$ cat src/rtl/i2s_transmit_pkg.sv
// Shared types for the I2S transmitter: the outcome of opening a slot.
package i2s_transmit_pkg;

  typedef enum logic [1:0] {
    SLOT_LOAD,
    SLOT_MISALIGN,
    SLOT_UNDERRUN
  } slot_e;

  // Decides what a slot of channel 'ws' does with the holding register.
  function automatic slot_e slot_outcome(input logic held, input logic last, input logic ws);
    if (!held)      return SLOT_UNDERRUN;
    if (last != ws) return SLOT_MISALIGN;
    return SLOT_LOAD;
  endfunction

endpackage

$ cat src/rtl/i2s_transmit_sck_gen.sv
// Bit-clock divider: sck toggles every SCK_DIV cycles; fall_o flags the
// cycle whose closing edge drives sck from 1 to 0.
module i2s_sck_gen #(
  parameter int unsigned SCK_DIV = 4
) (
  input  logic clk_i,
  input  logic rst_i,
  output logic sck_o,
  output logic fall_o
);

  localparam int unsigned CW = $clog2(SCK_DIV);
  localparam logic [CW-1:0] CNT_LAST = CW'(SCK_DIV - 1);

  logic [CW-1:0] cnt_q, cnt_d;
  logic          sck_q, sck_d;
  logic          term;

  assign term = (cnt_q == CNT_LAST);

  always_comb begin
    cnt_d = cnt_q + CW'(1);
    sck_d = sck_q;
    if (term) begin
      cnt_d = '0;
      sck_d = ~sck_q;
    end
  end

  always_ff @(posedge clk_i or posedge rst_i) begin
    if (rst_i) begin
      cnt_q <= '0;
      sck_q <= 1'b0;
    end else begin
      cnt_q <= cnt_d;
      sck_q <= sck_d;
    end
  end

  assign sck_o  = sck_q;
  assign fall_o = term & sck_q;

endmodule

$ cat src/rtl/i2s_transmit.sv
// AXI-Stream to I2S transmitter: one-word holding register feeding an MSB-first
// shift register; ws/sd only move on sck falling edges.
module i2s_transmit
  import i2s_transmit_pkg::*;
#(
  parameter int unsigned DATA_WIDTH = 32,
  parameter int unsigned SCK_DIV    = 4
) (
  input  logic                  S_AXIS_ACLK,
  input  logic                  S_AXIS_ARESET,
  input  logic                  S_AXIS_TVALID,
  output logic                  S_AXIS_TREADY,
  input  logic [DATA_WIDTH-1:0] S_AXIS_TDATA,
  input  logic                  S_AXIS_TLAST,
  output logic                  sck,
  output logic                  ws,
  output logic                  sd,
  output logic                  underrun,
  output logic                  misalign
);

  localparam int unsigned BCW = (DATA_WIDTH > 1) ? $clog2(DATA_WIDTH) : 1;
  localparam logic [BCW-1:0] BIT_LAST = BCW'(DATA_WIDTH - 1);

  logic                  fall;
  logic                  hold_valid_q, hold_valid_d;
  logic [DATA_WIDTH-1:0] hold_data_q, hold_data_d;
  logic                  hold_last_q, hold_last_d;
  logic                  tready_q, tready_d;
  logic                  ws_q, ws_d;
  logic                  sd_q, sd_d;
  logic [DATA_WIDTH-1:0] shift_q, shift_d;
  logic [BCW-1:0]        bit_cnt_q, bit_cnt_d;
  logic                  underrun_q, underrun_d;
  logic                  misalign_q, misalign_d;
  slot_e                 slot;

  i2s_sck_gen #(.SCK_DIV(SCK_DIV)) u_sck_gen (
    .clk_i  (S_AXIS_ACLK),
    .rst_i  (S_AXIS_ARESET),
    .sck_o  (sck),
    .fall_o (fall)
  );

  assign slot = slot_outcome(hold_valid_q, hold_last_q, ws_q);

  always_comb begin
    hold_valid_d = hold_valid_q;
    hold_data_d  = hold_data_q;
    hold_last_d  = hold_last_q;
    ws_d         = ws_q;
    sd_d         = sd_q;
    shift_d      = shift_q;
    bit_cnt_d    = bit_cnt_q;
    underrun_d   = 1'b0;
    misalign_d   = 1'b0;

    if (fall) begin
      bit_cnt_d = (bit_cnt_q == BIT_LAST) ? '0 : bit_cnt_q + BCW'(1);
      // The LSB leaves together with the ws toggle, one bit ahead of the next MSB.
      if (bit_cnt_q == BIT_LAST) ws_d = ~ws_q;
      if (bit_cnt_q == '0) begin
        unique case (slot)
          SLOT_LOAD: begin
            sd_d         = hold_data_q[DATA_WIDTH-1];
            shift_d      = {hold_data_q[DATA_WIDTH-2:0], 1'b0};
            hold_valid_d = 1'b0;
          end
          SLOT_MISALIGN: begin
            sd_d       = 1'b0;
            shift_d    = '0;
            misalign_d = 1'b1;
          end
          default: begin
            sd_d       = 1'b0;
            shift_d    = '0;
            underrun_d = 1'b1;
          end
        endcase
      end else begin
        sd_d    = shift_q[DATA_WIDTH-1];
        shift_d = {shift_q[DATA_WIDTH-2:0], 1'b0};
      end
    end

    // tready_q is low whenever a word is held, so this never collides with a load.
    if (S_AXIS_TVALID && tready_q) begin
      hold_valid_d = 1'b1;
      hold_data_d  = S_AXIS_TDATA;
      hold_last_d  = S_AXIS_TLAST;
    end

    tready_d = ~hold_valid_d;
  end

  always_ff @(posedge S_AXIS_ACLK or posedge S_AXIS_ARESET) begin
    if (S_AXIS_ARESET) begin
      hold_valid_q <= 1'b0;
      hold_data_q  <= '0;
      hold_last_q  <= 1'b0;
      tready_q     <= 1'b0;
      ws_q         <= 1'b1;
      sd_q         <= 1'b0;
      shift_q      <= '0;
      bit_cnt_q    <= BIT_LAST;
      underrun_q   <= 1'b0;
      misalign_q   <= 1'b0;
    end else begin
      hold_valid_q <= hold_valid_d;
      hold_data_q  <= hold_data_d;
      hold_last_q  <= hold_last_d;
      tready_q     <= tready_d;
      ws_q         <= ws_d;
      sd_q         <= sd_d;
      shift_q      <= shift_d;
      bit_cnt_q    <= bit_cnt_d;
      underrun_q   <= underrun_d;
      misalign_q   <= misalign_d;
    end
  end

  assign S_AXIS_TREADY = tready_q;
  assign ws            = ws_q;
  assign sd            = sd_q;
  assign underrun      = underrun_q;
  assign misalign      = misalign_q;

endmodule

$ cat config.mk
export PLATFORM = sky130hd
export DESIGN_NAME = i2s_transmit
export DESIGN_NICKNAME = d
export VERILOG_FILES = /design/src/rtl/i2s_transmit_pkg.sv /design/src/rtl/i2s_transmit_sck_gen.sv /design/src/rtl/i2s_transmit.sv
export SDC_FILE = /design/constraint.sdc
export NUM_CORES = 1
export LEC_CHECK = 0
export CAP_MARGIN = 20
export CORE_ASPECT_RATIO = 1.75
export CORE_MARGIN = 3
export CORE_UTILIZATION = 57
export CTS_CLUSTER_DIAMETER = 30
export DETAILED_ROUTE_END_ITERATION = 10
export PLACE_DENSITY = 0.82
export SLEW_MARGIN = 20
export SYNTH_ARGS = -nofsm -noshare
export SYNTH_HDL_FRONTEND = slang
export SYNTH_SLANG_ARGS = --single-unit
$ cat constraint.sdc
create_clock -name S_AXIS_ACLK -period 6.3 [get_ports S_AXIS_ACLK]
set_input_delay 0.63 -clock S_AXIS_ACLK [delete_from_list [all_inputs] [get_ports S_AXIS_ACLK]]
set_output_delay 0.63 -clock S_AXIS_ACLK [all_outputs]
set_load 0.05 [all_outputs]
==> results.md <==
- After detailed routing, the total wire length is 6601 um.
- Internal power comes to 0.9823 mW.
- The maximum VDD drop is 0.1762 mV.
- The number of nets in the finished design is 377.
- In the global route stage, overall resource usage came out at 19.69%.
- Combinational logic burns 18.6% of the power.
- The share of synthesized cell area in and, or, nand and nor gates is 12.03%.
- During synthesis, Yosys emitted a total of 0 warnings.
- The number of setup buffers added after CTS is 0.
- The die is 111.7 um tall.
- The post-layout minimum cycle time is 3000 ps.
- After clock tree synthesis, the clock-pin slew on the worst setup and hold paths is 80 ps.
- The total die area is 7421 um^2.
- For this design the ratio of total power to cell area is 316.8 nW/um^2.
- The startpoint class of the critical path is a register.
- The setup clock skew after layout is 6.793 ps.
- The count of pins over their slew limit is 0.
- The number of global-route vias before repair is 2,409.
- The number of gates given a new drive strength after cts is 0.
- In this run the cell area measured after placement is 4038 um^2.
- The maximum frequency from static timing analysis is 0.3334 GHz.
- The switching share of total power is 26.83%.
- The tightest min-delay check is of the reg -> reg type.
- The reg-to-reg critical path startpoint is u_sck_gen.sck_o.
- Summed over all layers, the global routing overflow is 0.
- The number of top-level pins is 42.
- The area growth from synthesis to layout is 16.39%.
- Per report_power, the sequential group accounts for 53.4% of the total.
- Before antenna repair, the detailed router went through 5 iterations.
- Dividing the final minimum period by the clock period gives 47.62%.
- The area of all placed cells without fillers is 4238 um^2.
- Walking the worst path, the cells encountered are clkdlybuf4s50_1.
- Once the floorplan was initialized, standard cells occupied 60.50% of the core.
- Measured against its own limit, the worst slew margin works out to 27.30%.
- The mean cell area of the mapped netlist is 11.86 um^2.
- The first global-routing pass estimated 11,190 um of wire.
- The number of H-tree levels is 3.
- Among cell families on the critical path, the largest total delay comes from flip-flops.
- The net switching power of the design is 0.3602 mW.
- The count of max-cap constraint violations is 0.
- The count of antenna-violating nets left after detailed routing is 0.
- The number of register bits inferred by synthesis is 78.
- Setup repair after global routing left no endpoint under its margin.
- Setup slack on the worst reg-to-reg path comes out at 3730 ps.
- The region available for standard cell placement spans 6018 um^2.
- For hold timing, the worst endpoint is u_sck_gen.cnt_q[0].
- The net count of the mapped netlist is 347.
- The weighted congestion reported at the end of routability-driven placement is 0.7620.
- The area fraction of the dominant cell type after synthesis is 49.48%.
- The number of antenna violations at the first check in global routing is 0.
- The number of buffers and inverters on the critical path is 1.
- The clock reaches the later pin of the worst-skew pair after 350 ps.
- The cell area after technology mapping is 3641 um^2.
- In this run the most critical hold path is launched from u_sck_gen.cnt_q[0].
- In this design, the stage delay of the slowest critical-path cell is 1040 ps.
- The critical path is of the reg -> out type.
- The standby leakage power is 1.733 nW.
- The part of the Yosys area used for sequential elements is 53.81%.
- The main combinational cell family by area after synthesis is compound AO/OA/AOI/OAI gates.
- TritonCTS built the clock tree.
- Summing the areas of all compound-gate instances in the mapped netlist gives 16.80% of the synthesized area.
- The data arrival time of the worst path is 2370 ps.
- The element type at the critical path end is an output port.
- The CTS sink count is 78.
- The endpoint of the worst-slack reg-to-reg timing path is misalign.
- The routed layout has 2,486 vias.
- In this run, CTS created clock tree buffers numbering 9.
- The final setup TNS is 0 ps.
- The number of vias per cell after detailed routing is 5.919.
- Total power for the finished layout comes to 1.343 mW.
- The number of core rows is 37.
- After synthesis, the share of cell area in mux cells is 10.21%.
- The required arrival time at the worst endpoint is 5670 ps.
- The number of different library cells in the post-synthesis netlist is 31.
- The residual DRC count is 0.
- The number of violations reported at the end of detailed-routing iteration 0 is 148.
- The transition time of the tightest slew-check pin is 1088 ps.
- The number of buffers inserted by hold repair at cts is 0.
- Counting instances, the worst hold path has a depth of 1.
- Synthesis handed over a netlist of 307 instances.
- The detailed-route wire length per cell is 15.72 um.
- CTS placed an instance of clkbuf_8 at the clock tree root.
- The hold violation count in the final report was 0.
- Summing the areas of all fa, ha and maj instances in the mapped netlist gives 1.375% of the synthesized area.
- Cells with a size suffix above 1 make up 24.27% of the layout.
- The maximum number of buffers from clock root to sink is 2.
- Of the total synthesized cell area, the portion taken by XOR and XNOR cells is 0.7216%.
- dfrtp_1 takes more of the synthesized area than any other cell.
- The half-perimeter wire length after detailed placement is 4020 um.
- The total of buffers placed on input and output ports is 41.
- The final setup violation count is 0.
- The maximum number of pins on one net before global-route repair is 79.
- The largest individual stage delay along the critical path comes from the cell dfrtp_1.
- The floorplan die width is 66.42 um.
- The number of antenna cells inserted is 0.
- Of the total power, the clock network draws 28.0%.
- The run finished with clean final reports.
- Of all nets on the critical path, the largest fanout is 35.
- The depth of the worst register-to-register path is 3.
- Yosys attributes the largest share of cell area to dfrtp_1 (49%), mux2_2 (10%), nand3_1 (8.9%), a2bb2oi_2 (8.2%), o21ai_1 (4.4%).
## power groups by stage
| stage | sequential [mW] | clock, mW | combinational, mW |
|---|---|---|---|
| 2_1_floorplan | 0.710 | 0 | 0.189 |
| 3_3_place_gp | 0.721 | 0 | 0.242 |
| 3_5_place_dp | 0.726 | 0 | 0.252 |
| 4_1_cts | 0.718 | 0.387 | 0.253 |
| 5_1_grt | 0.737 | 0.411 | 0.275 |
| 6_report | 0.717 | 0.376 | 0.249 |
## worst max path at each step
stage | startpoint | to | depth (start not counted)
final | u_sck_gen.sck_o | sck | 1
after global placement | u_sck_gen.sck_o | sck | 1
after detailed placement | u_sck_gen.sck_o | sck | 1
after CTS | u_sck_gen.sck_o | sck | 1
after floorplan | S_AXIS_ARESET | S_AXIS_TREADY | 1
after global routing | u_sck_gen.sck_o | sck | 1
## cells by family after synthesis
| kind of cell | after synthesis |
|---|---|
| AOI/OAI and AO/OA | 72 |
| xor gates and xnor gates | 3 |
| adders and majority gates | 4 |
| buffers and inverters | 32 |
| DFF | 78 |
| muxes | 33 |
| and+or+nand+nor | 85 |
## placed cells by master (no fill, tap or decap), drive strengths merged
| cell | n |
|---|---|
| dfrtp | 72 |
| nand3 | 65 |
| clkdlybuf4s50 | 41 |
| o21ai | 37 |
| mux2 | 33 |
| a2bb2oi | 31 |
| clkbuf | 12 |
| nand2 | 9 |
| buf | 7 |
| dfstp | 6 |
| ha | 4 |
| clkinv | 3 |
| inv | 3 |
| xnor2 | 2 |
| nor2 | 2 |
| nand2b | 2 |
| nor4b | 2 |
| and2 | 1 |
| and3 | 1 |
| a22o | 1 |
| a21boi | 1 |
| or4b | 1 |
| nor3 | 1 |
| nand3b | 1 |
| a31oi | 1 |
| o31ai | 1 |
| xor2 | 1 |
| bufinv | 1 |
## routing by layer
layer	vias up	wire length [um]	GRT usage (%)	part of all wire (%)
met3	11	288	5.449	4.4
met2	60	3497	32.71	53
met5	-	0	0	0
met1	1232	2678	23.33	41
met4	0	136	8.548	2.1
li1	1183	-	-	-
## cell usage after synthesis, drive strengths merged
cell type,count
a21boi,1
a22o,1
a2bb2oi,31
a31oi,1
and2,1
and3,1
buf,20
clkbuf,9
dfrtp,72
dfstp,6
ha,4
inv,3
mux2,33
nand2,9
nand2b,2
nand3,65
nand3b,1
nor2,2
nor3,1
nor4b,2
o21ai,37
o31ai,1
or4b,1
xnor2,2
xor2,1
## area by class of cell
| type | count | area, um^2 |
|---|---|---|
| inverters | 3 | 11.26 |
| flip-flops and latches | 78 | 1959 |
| repair buffers | 48 | 462.9 |
| fillers | 430 | 1780 |
| multi-input cells | 197 | 1506 |
| clock buffers | 12 | 155.1 |
| well taps | 78 | 97.59 |
| clock inverters | 4 | 45.04 |
## registers in the layout, summed over array words and instances (netlist names)
signal	count
sd	1
bit_cnt_q	5
hold_last_q	1
underrun	1
hold_valid_q	1
u_sck_gen.sck_o	1
ws	1
S_AXIS_TREADY	1
shift_q	31
u_sck_gen.cnt_q	2
misalign	1
hold_data_q	32
## stage by stage
stage                     utilization, %  worst slack (ps)  std cells  hold slack (ps)
after detailed placement           67.09              3676        404            420.1
after CTS                          70.42              3259        420            430.4
after global routing               70.42              3182        420            452.6
final                              70.42              3300        420            433.0
after floorplan                        -              3685        307            403.1
after global placement             67.09              3656        404            416.2
Note: power is estimated with default switching activity, not from simulation.
